File: src/rtl/video_timing_source.sv
// Frame-stream transmitter: pulls pixels from a valid/ready source and wraps
// them in vsync/href/clken frame timing for the downstream video pipeline.
module video_timing_source #(
    parameter int DATA_WIDTH = 24,
    parameter int H_ACTIVE   = 640,
    parameter int V_ACTIVE   = 480,
    parameter int H_BLANK    = 160,
    parameter int VS_LEAD    = 16,
    parameter int V_BLANK    = 800
) (
    input  logic                  clk,
    input  logic                  rst_n,
    input  logic                  enable,
    input  logic                  s_valid,
    output logic                  s_ready,
    input  logic [DATA_WIDTH-1:0] s_data,
    output logic                  post_frame_vsync,
    output logic                  post_frame_href,
    output logic                  post_frame_clken,
    output logic [DATA_WIDTH-1:0] post_img,
    output logic                  frame_done,
    output logic                  busy
);

    function automatic int max3(input int a, input int b, input int c);
        int m;
        m = (a > b) ? a : b;
        return (m > c) ? m : c;
    endfunction

    // One shared cycle counter serves VS_LEAD, HBLANK and VBLANK.
    localparam int CNT_MAX = max3(VS_LEAD, H_BLANK, V_BLANK);
    localparam int CNT_W   = $clog2(CNT_MAX + 1);
    localparam int PIX_W   = $clog2(H_ACTIVE + 1);
    localparam int LINE_W  = $clog2(V_ACTIVE + 1);

    localparam logic [CNT_W-1:0]  LEAD_LAST = CNT_W'(VS_LEAD - 1);
    localparam logic [CNT_W-1:0]  HB_LAST   = CNT_W'(H_BLANK - 1);
    localparam logic [CNT_W-1:0]  VB_LAST   = CNT_W'(V_BLANK - 1);
    localparam logic [PIX_W-1:0]  PIX_LAST  = PIX_W'(H_ACTIVE - 1);
    localparam logic [LINE_W-1:0] LINE_END  = LINE_W'(V_ACTIVE);

    typedef enum logic [2:0] {
        S_IDLE,
        S_VS_LEAD,
        S_LINE,
        S_HBLANK,
        S_VBLANK
    } state_t;

    state_t                  state_q, state_d;
    logic [CNT_W-1:0]        cnt_q, cnt_d;
    logic [PIX_W-1:0]        pix_q, pix_d;
    logic [LINE_W-1:0]       line_q, line_d;
    logic                    accept;

    logic                    vsync_q, vsync_d;
    logic                    href_q, href_d;
    logic                    clken_q, clken_d;
    logic [DATA_WIDTH-1:0]   img_q, img_d;
    logic                    done_q, done_d;

    // Next-state and counter update; enable is only looked at in IDLE and on the last VBLANK cycle.
    always_comb begin
        state_d = state_q;
        cnt_d   = cnt_q;
        pix_d   = pix_q;
        line_d  = line_q;
        accept  = 1'b0;
        case (state_q)
            S_IDLE: begin
                if (enable) begin
                    state_d = S_VS_LEAD;
                    cnt_d   = '0;
                end
            end
            S_VS_LEAD: begin
                if (cnt_q == LEAD_LAST) begin
                    state_d = S_LINE;
                    cnt_d   = '0;
                    pix_d   = '0;
                    line_d  = '0;
                end else begin
                    cnt_d = cnt_q + CNT_W'(1);
                end
            end
            S_LINE: begin
                if (s_valid) begin
                    accept = 1'b1;
                    if (pix_q == PIX_LAST) begin
                        state_d = S_HBLANK;
                        cnt_d   = '0;
                        pix_d   = '0;
                    end else begin
                        pix_d = pix_q + PIX_W'(1);
                    end
                end
            end
            S_HBLANK: begin
                if (cnt_q == HB_LAST) begin
                    line_d = line_q + LINE_W'(1);
                    cnt_d  = '0;
                    if (line_d == LINE_END) begin
                        state_d = S_VBLANK;
                    end else begin
                        state_d = S_LINE;
                        pix_d   = '0;
                    end
                end else begin
                    cnt_d = cnt_q + CNT_W'(1);
                end
            end
            S_VBLANK: begin
                if (cnt_q == VB_LAST) begin
                    cnt_d   = '0;
                    state_d = enable ? S_VS_LEAD : S_IDLE;
                end else begin
                    cnt_d = cnt_q + CNT_W'(1);
                end
            end
            default: begin
                state_d = S_IDLE;
                cnt_d   = '0;
                pix_d   = '0;
                line_d  = '0;
            end
        endcase
    end

    // Bus values derived from the current state, so every post_* bit lags state by one edge together.
    always_comb begin
        vsync_d = (state_q == S_VS_LEAD) || (state_q == S_LINE) || (state_q == S_HBLANK);
        href_d  = (state_q == S_LINE);
        clken_d = accept;
        img_d   = accept ? s_data : img_q;
        done_d  = (state_q == S_VBLANK) && (cnt_q == VB_LAST);
    end

    // State, counters and registered bus outputs; reset abandons any partial frame.
    always_ff @(posedge clk or negedge rst_n) begin
        if (!rst_n) begin
            state_q <= S_IDLE;
            cnt_q   <= '0;
            pix_q   <= '0;
            line_q  <= '0;
            vsync_q <= 1'b0;
            href_q  <= 1'b0;
            clken_q <= 1'b0;
            img_q   <= '0;
            done_q  <= 1'b0;
        end else begin
            state_q <= state_d;
            cnt_q   <= cnt_d;
            pix_q   <= pix_d;
            line_q  <= line_d;
            vsync_q <= vsync_d;
            href_q  <= href_d;
            clken_q <= clken_d;
            img_q   <= img_d;
            done_q  <= done_d;
        end
    end

    // Ready comes from registered state only, never from s_valid.
    assign s_ready          = (state_q == S_LINE);
    assign busy             = (state_q != S_IDLE);
    assign post_frame_vsync = vsync_q;
    assign post_frame_href  = href_q;
    assign post_frame_clken = clken_q;
    assign post_img         = img_q;
    assign frame_done       = done_q;

endmodule

File: config.mk
export PLATFORM = sky130hd
export DESIGN_NAME = video_timing_source
export DESIGN_NICKNAME = d
export VERILOG_FILES = /design/src/rtl/video_timing_source.sv
export SDC_FILE = /design/constraint.sdc
export NUM_CORES = 1
export LEC_CHECK = 0
export BUFFER_PORTS_ARGS = -buffer_cell sky130_fd_sc_hd__buf_2
export CORE_MARGIN = 2
export CORE_UTILIZATION = 29
export CTS_CLUSTER_DIAMETER = 120
export DETAILED_ROUTE_END_ITERATION = 10
export MAX_ROUTING_LAYER = met4
export PLACE_DENSITY = 0.52
export SYNTH_ARGS = -nofsm -noshare
export SYNTH_HDL_FRONTEND = slang
export SYNTH_SLANG_ARGS = --single-unit
File: constraint.sdc
create_clock -name clk -period 3 [get_ports clk]
set_input_delay 0.3 -clock clk [delete_from_list [all_inputs] [get_ports clk]]
set_output_delay 0.3 -clock clk [all_outputs]
set_load 0.03 [all_outputs]
==> results.txt, run 1 <==
----------------------------------------------------
[Run status]
  Status ... complete, no violations

[Worst setup path]
  Top fanout value on the critical path ... 14
  CP Data Required Time ... 3.22 ns
  Cells traversed along the worst timing path ... or3b_2 > a31oi_2 > a31o_2 > o21ai_0 > a22o_1
  Crit Reg-Reg Startpoint ... state_q[1]
  Slowest CP cell ... sky130_fd_sc_hd__dfrtp_1
  Start-to-end type of the worst setup path ... register to register
  FF-to-FF path depth ... 5
  Endpoint arrival time on the critical path ... 2.56 ns
  Internal reg-to-reg setup slack ... between 0.6 and 0.7 ns
  Crit path launch type ... register
  Setup crit end ... cnt_q[9]
  FF-to-FF End ... cnt_q[9]
  Start point of the critical path ... state_q[1]
  Largest incremental delay on the critical path ... 0.56 ns
  Worst setup EP type ... register

[Drt]
  Count of routing violations after the opening detailed-route iteration ... 121
  Post-DR wirelength/cell ... 13.7 µm
  Post-DR vias/cell ... 5.03
  Final routed DRC violation total ... 0
  Routed via count ... approximately 2.4k
  Routed Antenna Nets ... 0
  Pre-Repair DR Iteration Count ... 4
  DRT Wirelength ... approximately 6.5 mm

[Synthesis]
  Yosys top cell by area ... sky130_fd_sc_hd__dfrtp_1
  Sequential element share of the synthesized area ... between 50 and 60%
  Post-synthesis instance area ... 2940 µm²
  Top cell type's share of synthesized area ... 51.0%
  Predominant post-synthesis flop cell ... sky130_fd_sc_hd__dfrtp_1
  Post-Synthesis Net Count ... 310
  Number of distinct library cells after synthesis ... 49
  Share of flip-flops with an asynchronous set or reset after synthesis ... 100%
  Post-Synthesis Mean Instance Area ... 10.6 µm²
  Register bit count reported by yosys ... 60
  Gate count of the mapped netlist ... 278
  Number of synthesis warnings ... 0
  Synth area leaders ... sky130_fd_sc_hd__dfrtp_1, sky130_fd_sc_hd__mux2_2, sky130_fd_sc_hd__o21ai_0
  Number of flops mapped to enable cells by yosys ... 0

[Finish]
  Highest-count cells in the layout ignoring fill and taps ... sky130_fd_sc_hd__dfrtp_1, sky130_fd_sc_hd__buf_2, sky130_fd_sc_hd__mux2_2
  Most common cell after layout, fill and taps aside ... sky130_fd_sc_hd__dfrtp_1
  Number of inserted diodes ... 0
  Fin nets ... between 300 and 400
  Fraction of the core area covered by cells at the end of the flow ... 36.5%
  Fill cells ... 1049
  Ratio of cells with drive above 1 in the final layout ... 32.0%
  Final standard cell count with taps included and fillers excluded ... 477
  Area added between synthesis and finish ... 22.0%

[STA]
  Unrepaired setup endpoints after global routing ... false
  Setup TNS ... 0 ns
  Final setup skew ... 0.00778 ns
  Share of the clock period used by the worst path ... 77.7%
  Highest clock frequency the design can meet ... approximately 430 MHz
  Max-slew violation count ... 0
  Relative slew margins ... 58.0%
  Final setup violation count ... 0
  Hold Vio Cnt, Final ... 0
  Shortest period the worst path allows ... between 2 and 2.5 ns
  Tightest Pin Transition ... 0.629 ns

[Global route]
  GRT Util Overall ... 13.0%
  Vias in the first global route ... 2311
  Global-route track usage on met3 ... 3.12%
  First-pass GRT wire length ... 11.3 mm
  GR Overflow Total ... 0
  Most used routing layer ... met2
  Largest net degree at the start of global routing ... 50
  Met1 routing resource usage after global routing ... 16.2%
  Met2 demand-to-capacity share in global routing ... between 20% and 30%
  Number of antenna violations at the first check in global routing ... 0

[Clock network]
  Buffer levels on the longest clock path ... 2
  Worst skew pair latency ... between 0.3 and 0.4 ns
  H-tree levels ... 3
  Clock Pin Slew Worst Setup and Hold Paths ... ~0.07 ns
  CTS buffer count ... 9
  Root buffer cell ... sky130_fd_sc_hd__clkbuf_8
  Sinks on the clock net ... 60
  TritonCTS clock tree ... yes
  Post-cts sizing count ... 0

[Floorplan]
  Die H ... 105 µm
  Floorplan die area ... 11000 µm²
  Placeable core region ... 9820 µm²
  Count of pins on the block boundary ... a little under 60
  Number of placement rows ... 36
  Initial Util ... 30.0%
  Die Wd ... 105 µm

[Placed design]
  Detailed Place HPWL ... 4.61 mm
  Dpl cells ... 460
  Final RePlAce weighted congestion ... ~0.84
  Count of buffers from port buffering ... 57

[Hold path]
  Worst hold path startpoint ... s_data[8]
  Path class of the lowest-slack min-delay path ... input pin to register

[Run]
  # Max-Cap Violations ... 0

[Pwr]
  Total leakage power ... 1.67 nW
  PD cells ... 881 nW/µm²
  Worst-case vdd ir drop ... around 0.29 mV
  Design Power ... 3.16 mW

----------------------------------------------------
-- how the worst min path moves through the flow --
stage	to	slack, ns	cells after the start
after global routing	post_img[8]	0.18	2
after global placement	post_img[14]	0.19	1
after detailed placement	post_img[14]	0.20	1
after CTS	post_img[8]	0.17	2
final	post_img[8]	0.19	2
after floorplan	cnt_q[0]	0.004	0
-- metal layers --
metal / wire length (µm) / vias to the layer above
li1: - / 1165
met5: 0 / -
met1: 2980 / 1177
met2: 3270 / 46
met4: 102 / 0
met3: 183 / 10
-- stage by stage --
stage / area (µm²) / worst slack (ns) / hold WS (ns)
4_1_cts: 3590 / 0.685 / 0.172
3_3_place_gp: 3360 / 0.734 / 0.191
2_1_floorplan: 2940 / 0.950 / 0.00441
3_5_place_dp: 3360 / 0.683 / 0.195
5_1_grt: 3590 / 0.511 / 0.177
6_report: 3590 / 0.670 / 0.188
-- what timing repair did --
item	in CTS	in global routing
hold buffers	1	0
buffers inserted	0	0
endpoints found under the hold margin	11	0
-- layout make-up --
cell class                 instances  area [µm²]  share of cell area [%]
tap                              133         166                    4.64
inverter                           3        11.3                   0.314
multi-input combinational        204        1380                    38.4
sequential                        60        1500                    41.8
clock buffer                       9         124                    3.45
clock inverter                     7        91.3                    2.55
timing repair buffer              61         318                    8.86
-- synth_stat cells (2+ instances only) --
master,count
sky130_fd_sc_hd__ha_1,4
sky130_fd_sc_hd__nor3_1,3
sky130_fd_sc_hd__nand4_1,2
sky130_fd_sc_hd__mux2_2,25
sky130_fd_sc_hd__nor4_1,2
sky130_fd_sc_hd__nor2_1,21
sky130_fd_sc_hd__nand4b_1,3
sky130_fd_sc_hd__a31oi_1,6
sky130_fd_sc_hd__a31o_2,2
sky130_fd_sc_hd__o22ai_1,2
sky130_fd_sc_hd__a22o_1,2
sky130_fd_sc_hd__o21ai_1,4
sky130_fd_sc_hd__dfrtp_1,60
sky130_fd_sc_hd__o31ai_1,12
sky130_fd_sc_hd__a21oi_1,7
sky130_fd_sc_hd__a211o_1,3
sky130_fd_sc_hd__and3_1,8
sky130_fd_sc_hd__o21ai_0,20
sky130_fd_sc_hd__clkbuf_1,6
sky130_fd_sc_hd__nand2b_1,4
sky130_fd_sc_hd__a21o_1,7
sky130_fd_sc_hd__nor2b_1,6
sky130_fd_sc_hd__buf_2,3
sky130_fd_sc_hd__inv_1,3
sky130_fd_sc_hd__nand2_1,18
sky130_fd_sc_hd__or3_1,4
sky130_fd_sc_hd__nand3_1,19
-- registers in the layout, summed over array words and instances, names as in the netlist --
name	cells
frame_done	1
post_frame_href	1
cnt_q	10
post_frame_clken	1
post_frame_vsync	1
post_img	24
line_q	9
state_q	3
pix_q	10
-- cell families after synthesis --
family	after synthesis	share of synthesized area, %
compound gates	75	17.7
xor+xnor	1	0.298
fa+ha+maj	4	1.70
buf+inv	14	2.17
flops	60	51.0
mux	25	9.57
simple gates	99	17.5
-- report_power, final --
| part | switching, mW | total (mW) | leakage [nW] | internal (mW) |
|---|---|---|---|---|
| Clock | 0.333 | 0.797 | 0.109 | 0.464 |
| Sequential | 0.166 | 1.20 | 0.774 | 1.03 |
| Combinational | 0.743 | 1.17 | 0.788 | 0.424 |
| Total | 1.24 | 3.16 | 1.67 | 1.92 |
-- critical path, delay by kind of cell (launching register included) --
| kind | cells | cell delay [ns] |
|---|---|---|
| AO/OA/AOI/OAI | 4 | 1.11 |
| flip-flops | 1 | 0.56 |
| AND/OR/NAND/NOR | 1 | 0.55 |
Power figures use the tool's default switching activity.
==> run 2: changes to the inputs <==
Clock period 3 ns to 2.4 ns, I/O delays scaled along.
==> results.txt, run 2 (synthesis results as in run 1) <==
----------------------------------------------------
[Drt]
  Post-DR wirelength/cell ... 13.9 µm (+1.5%)
  Final routed DRC violation total ... 0 (unchanged)
  Routed via count ... 2419 (+0.88%)
  Pre-Repair DR Iteration Count ... 4 (unchanged)
  DRT Wirelength ... 6.73 mm (+3.2%)
  Routed Antenna Nets ... 0 (unchanged)
  Post-DR vias/cell ... 4.99 (-0.79%)
  Count of routing violations after the opening detailed-route iteration ... 103 (-15%)

[Hold path]
  Path class of the lowest-slack min-delay path ... input pin to register
  Worst hold path startpoint ... s_data[8]
  Worst Hold Depth ... 2 (unchanged)

[Clock network]
  CTS buffer count ... 9 (unchanged)
  Root buffer cell ... sky130_fd_sc_hd__clkbuf_8
  Post-cts sizing count ... 0 (unchanged)
  Sinks on the clock net ... 60 (unchanged)
  Clock Pin Slew Worst Setup and Hold Paths ... 0.08 ns (about the same)
  TritonCTS clock tree ... yes
  Buffer levels on the longest clock path ... 2 (unchanged)
  Post-CTS Repair Setup Buffers ... 0 (unchanged)
  Worst skew pair latency ... 0.35 ns (about the same)
  H-tree levels ... 3 (unchanged)

[STA]
  Final setup skew ... 0.00942 ns (+0.00164 ns)
  Max-slew violation count ... 0 (unchanged)
  Hold Vio Cnt, Final ... 0 (unchanged)
  Setup TNS ... 0 ns (unchanged)
  Unrepaired setup endpoints after global routing ... false
  Shortest period the worst path allows ... 2.22 ns (-0.113 ns)
  Share of the clock period used by the worst path ... 92.4% (+15 points)
  Relative slew margins ... 59.5% (+1.4 points)
  Tightest Pin Transition ... 0.608 ns (-0.0216 ns)
  Highest clock frequency the design can meet ... 451 MHz (+5.1%)
  Final setup violation count ... 0 (unchanged)

[Global route]
  Largest net degree at the start of global routing ... 36 (-28%)
  GRT Util Overall ... 13.4% (+0.40 points)
  Number of antenna violations at the first check in global routing ... 0 (unchanged)
  First-pass GRT wire length ... 11.5 mm (+1.5%)
  GR Overflow Total ... 0 (unchanged)
  Vias in the first global route ... 2398 (+3.8%)

[Pwr]
  Design Power ... 4.05 mW (+28%)
  PD cells ... 1100 nW/µm² (+25%)
  Total leakage power ... 1.72 nW (+2.7%)
  Worst-case vdd ir drop ... 0.416 mV (+41%)

[Floorplan]
  Initial Util ... 30.0% (unchanged)
  Floorplan die area ... 11000 µm² (unchanged)
  Count of pins on the block boundary ... 58 (unchanged)
  Number of placement rows ... 36 (unchanged)
  Die Wd ... 105 µm (unchanged)
  Placeable core region ... 9820 µm² (unchanged)
  Die H ... 105 µm (unchanged)

[Worst setup path]
  Crit path launch type ... register
  Cells traversed along the worst timing path ... or4_1 > a211o_1 > a211o_1 > nor2b_1 > o21ai_1 > o31ai_2
  Worst setup EP type ... register
  Top fanout value on the critical path ... 15 (+1)
  Start-to-end type of the worst setup path ... register to register
  Crit Reg-Reg Startpoint ... cnt_q[8]
  FF-to-FF path depth ... 6 (+1)
  CP Data Required Time ... 2.66 ns (-0.56 ns)
  Endpoint arrival time on the critical path ... 2.47 ns (-0.09 ns)
  Most used cell, CP ... sky130_fd_sc_hd__a211o_1
  Internal reg-to-reg setup slack ... 0.18 ns (-0.49 ns)
  Largest incremental delay on the critical path ... 0.53 ns (-0.03 ns)
  Slowest CP cell ... sky130_fd_sc_hd__or4_1
  Start point of the critical path ... cnt_q[8]

[Placed design]
  Final RePlAce weighted congestion ... 0.792 (-5.4%)
  Count of buffers from port buffering ... 57 (unchanged)
  Detailed Place HPWL ... 4.70 mm (+1.9%)

[Finish]
  Ratio of cells with drive above 1 in the final layout ... 33.5% (+1.5 points)
  Fill cells ... 1031 (-1.7%)
  Number of inserted diodes ... 0 (unchanged)
  Footprint of the multi-input gates ... 1380 µm² (unchanged)
  Number of flip-flops under the largest register name ... 24 (unchanged)
  Highest-count cells in the layout ignoring fill and taps ... sky130_fd_sc_hd__dfrtp_1, sky130_fd_sc_hd__buf_2, sky130_fd_sc_hd__mux2_2
  Area added between synthesis and finish ... 24.7%
  Register area ... 1500 µm² (unchanged)
  Fin nets ... 379 (+2.2%)
  Most common cell after layout, fill and taps aside ... sky130_fd_sc_hd__dfrtp_1

[Run]
  # Max-Cap Violations ... 0 (unchanged)

[Run status]
  Status ... complete, no violations

----------------------------------------------------
run 2: path summary, 6_finish.rpt:
kind / end
max in group asynchronous: frame_done
min: post_img[8]
max reg2reg: line_q[8]
min in group asynchronous: post_img[14]
max: line_q[8]
min reg2reg: post_img[3]
run 2: area by class of cell:
| type | instances | share of cell area, % |
|---|---|---|
| inverters | 3 | 0.307 |
| flip-flops and latches | 60 | 40.9 |
| clock buffers | 9 | 3.38 |
| clock inverters | 7 | 2.69 |
| repair buffers | 69 | 10.6 |
| multi-input cells | 204 | 37.5 |
| well taps | 133 | 4.54 |
run 2: routing by layer:
metal | track usage (%) | up-vias | share of wire, %
met4 | 6.10 | 0 | 2.4
met1 | 15.5 | 1190 | 45
met5 | - | - | 0
li1 | - | 1181 | -
met2 | 21.7 | 36 | 50
met3 | 3.99 | 12 | 3.3
run 2: critical path: cells and delay by family (launching register included):
kind / cells / cell delay (ns)
flip-flops: 1 / 0.42
AO/OA/AOI/OAI: 4 / 0.99
AND/OR/NAND/NOR: 2 / 0.72
run 2: what timing repair did:
item,CTS,global route
hold endpoints to repair,25,0
hold buffers,1,0
endpoints found under the setup margin,0,0
run 2: through the flow:
step	util (%)	cell area (µm²)	cells	hold slack (ns)	setup slack (ns)
6_report	37.4	3670	485	0.119	0.183
3_3_place_gp	35.0	3440	468	0.285	0.235
2_1_floorplan	-	2940	278	-0.0556	0.350
3_5_place_dp	35.0	3440	468	0.298	0.172
4_1_cts	37.4	3670	485	0.0983	0.156
5_1_grt	37.4	3670	485	0.0887	0.0337
run 2: power by group:
group / internal [mW] / switching (mW)
clock network: 0.591 / 0.446
registers: 1.29 / 0.166
logic: 0.570 / 0.989
total: 2.45 / 1.60
==> run 3: changes to the inputs <==
Settings changed: CORE_UTILIZATION 29 to 55, PLACE_DENSITY 0.52 to 0.85.
Clock period 2.4 ns to 2.3 ns, I/O delays scaled along.
==> results.txt, run 3 (synthesis results as in run 1) <==
----------------------------------------------------
[Run status]
  Status ... complete, no violations

[STA]
  Highest clock frequency the design can meet ... 448 MHz (-0.67%)
  Share of the clock period used by the worst path ... 97.1% (+4.7 points)
  Tightest Pin Transition ... 0.739 ns (+0.132 ns)
  Shortest period the worst path allows ... 2.23 ns (+0.0150 ns)
  Hold Vio Cnt, Final ... 0 (unchanged)
  Setup TNS ... 0 ns (unchanged)
  Final setup skew ... 0.0108 ns (+0.00143 ns)
  Unrepaired setup endpoints after global routing ... true
  Final setup violation count ... 0 (unchanged)
  Max-slew violation count ... 0 (unchanged)
  Relative slew margins ... 50.7% (-8.8 points)

[Clock network]
  Worst skew pair latency ... 0.34 ns (about the same)
  Sinks on the clock net ... 60 (unchanged)
  Post-CTS Repair Setup Buffers ... 0 (unchanged)
  Buffer levels on the longest clock path ... 2 (unchanged)
  Root buffer cell ... sky130_fd_sc_hd__clkbuf_8
  H-tree levels ... 3 (unchanged)
  CTS buffer count ... 9 (unchanged)
  TritonCTS clock tree ... yes
  Clock Pin Slew Worst Setup and Hold Paths ... 0.07 ns (about the same)

[Global route]
  Largest net degree at the start of global routing ... 61 (+69%)
  Number of antenna violations at the first check in global routing ... 0 (unchanged)
  First-pass GRT wire length ... 11.0 mm (-3.8%)
  GRT Util Overall ... 24.0% (+11 points)
  Vias in the first global route ... 2495 (+4.0%)
  GR Overflow Total ... 0 (unchanged)

[Floorplan]
  Count of pins on the block boundary ... 58 (unchanged)
  Die H ... 77.1 µm (-26%)
  Die Wd ... 77.1 µm (-26%)
  Initial Util ... 57.2% (+27 points)
  Number of placement rows ... 26 (-28%)
  Floorplan die area ... 5950 µm² (-46%)
  Placeable core region ... 5140 µm² (-48%)

[Placed design]
  Detailed Place HPWL ... 4.58 mm (-2.4%)
  Dpl cells ... 409 (-13%)
  Final RePlAce weighted congestion ... 0.845 (+6.7%)
  Standard cell area after detailed placement ... 3370 µm² (-1.8%)
  Count of buffers from port buffering ... 57 (unchanged)

[Finish]
  Number of flip-flops under the largest register name ... 24 (unchanged)
  Post-route cell area ... 3630 µm² (-1.1%)
  Most common cell after layout, fill and taps aside ... sky130_fd_sc_hd__dfrtp_1
  Fraction of the core area covered by cells at the end of the flow ... 70.6% (+33 points)
  Footprint of the multi-input gates ... 1400 µm² (+1.5%)
  Area added between synthesis and finish ... 23.4%
  Ratio of cells with drive above 1 in the final layout ... 35.0% (+1.5 points)
  Final standard cell count with taps included and fillers excluded ... 424 (-13%)
  Number of inserted diodes ... 0 (unchanged)
  Register area ... 1500 µm² (unchanged)
  Fill cells ... 386 (-63%)
  Fin nets ... 382 (+0.79%)
  Highest-count cells in the layout ignoring fill and taps ... sky130_fd_sc_hd__dfrtp_1, sky130_fd_sc_hd__buf_2, sky130_fd_sc_hd__mux2_2

[Worst setup path]
  CP Data Required Time ... 2.53 ns (-0.13 ns)
  Largest incremental delay on the critical path ... 0.57 ns (+0.04 ns)
  Start-to-end type of the worst setup path ... register to register
  Most used cell, CP ... sky130_fd_sc_hd__a211o_4
  Cells traversed along the worst timing path ... or4_1 > a211o_4 > a211o_4 > nor2_1 > o21ai_0 > o31ai_1
  Slowest CP cell ... sky130_fd_sc_hd__or4_1
  Gate family responsible for the most delay along the worst path ... compound AO/OA/AOI/OAI gates
  Top fanout value on the critical path ... 15 (unchanged)
  Buffers & Inverters on Critical Path ... 0 (unchanged)
  Worst setup EP type ... register
  Endpoint arrival time on the critical path ... 2.46 ns (about the same)
  Crit path launch type ... register

[Drt]
  Routed Antenna Nets ... 0 (unchanged)
  DRT Wirelength ... 6.55 mm (-2.7%)
  Count of routing violations after the opening detailed-route iteration ... 178 (+73%)
  Final routed DRC violation total ... 0 (unchanged)
  Pre-Repair DR Iteration Count ... 4 (unchanged)
  Post-DR vias/cell ... 5.87 (+18%)
  Routed via count ... 2487 (+2.8%)
  Post-DR wirelength/cell ... 15.5 µm (+11%)

[Pwr]
  Worst-case vdd ir drop ... 0.653 mV (+57%)
  Total leakage power ... 1.74 nW (+1.2%)
  PD cells ... 1180 nW/µm² (+7.1%)
  Design Power ... 4.29 mW (+6.0%)

[Hold path]
  Path class of the lowest-slack min-delay path ... input pin to asynchronous set/reset pin

[Run]
  # Max-Cap Violations ... 0 (unchanged)

----------------------------------------------------
run 3: final timing paths:
kind	endpoint	slack, ns	start	depth (start not counted)
max in group asynchronous	post_img[11]	1.77	rst_n	2
worst min-delay path	post_img[16]	0.04	rst_n	2
worst max register to register	line_q[4]	0.07	cnt_q[8]	6
worst min register to register	post_img[2]	0.50	post_img[2]	1
min in group clk	post_img[18]	0.12	s_data[18]	2
worst max-delay path	line_q[4]	0.07	cnt_q[8]	6
run 3: metrics by stage:
stage               setup slack [ns]  hold WS (ns)
global placement               0.167         0.427
finish                        0.0677        0.0356
CTS                          0.00847        0.0620
global route                -0.00734         0.117
detailed placement            0.0713         0.426
floorplan                      0.250       -0.0656
run 3: metal layers:
metal	part of all wire [%]	global-route usage [%]	routed length, µm
met3	4.4	4.71	285
met2	50	38.3	3250
met5	0	-	0
met1	43	28.0	2830
met4	2.9	14.5	193
run 3: repair_timing:
| action | 4_1_cts | 5_1_grt |
|---|---|---|
| resized for setup | 1 | 3 |
| hold buffers | 0 | 0 |
| setup endpoints to repair | 1 | 5 |
| gates cloned | 0 | 0 |
run 3: area by class of cell:
cell class,count,share of cell area [%]
Sequential cell,60,41.4
Multi-Input combinational cell,204,38.5
Timing Repair Buffer,72,11.0
Clock buffer,12,4.55
Tap cell,70,2.41
Clock inverter,3,1.90
Inverter,3,0.310
run 3: power by group:
group	leakage [nW]	total (mW)	internal (mW)	switching, mW
clock network	0.119	1.10	0.694	0.402
registers	0.774	1.53	1.35	0.182
logic	0.844	1.67	0.621	1.05
total	1.74	4.29	2.66	1.63
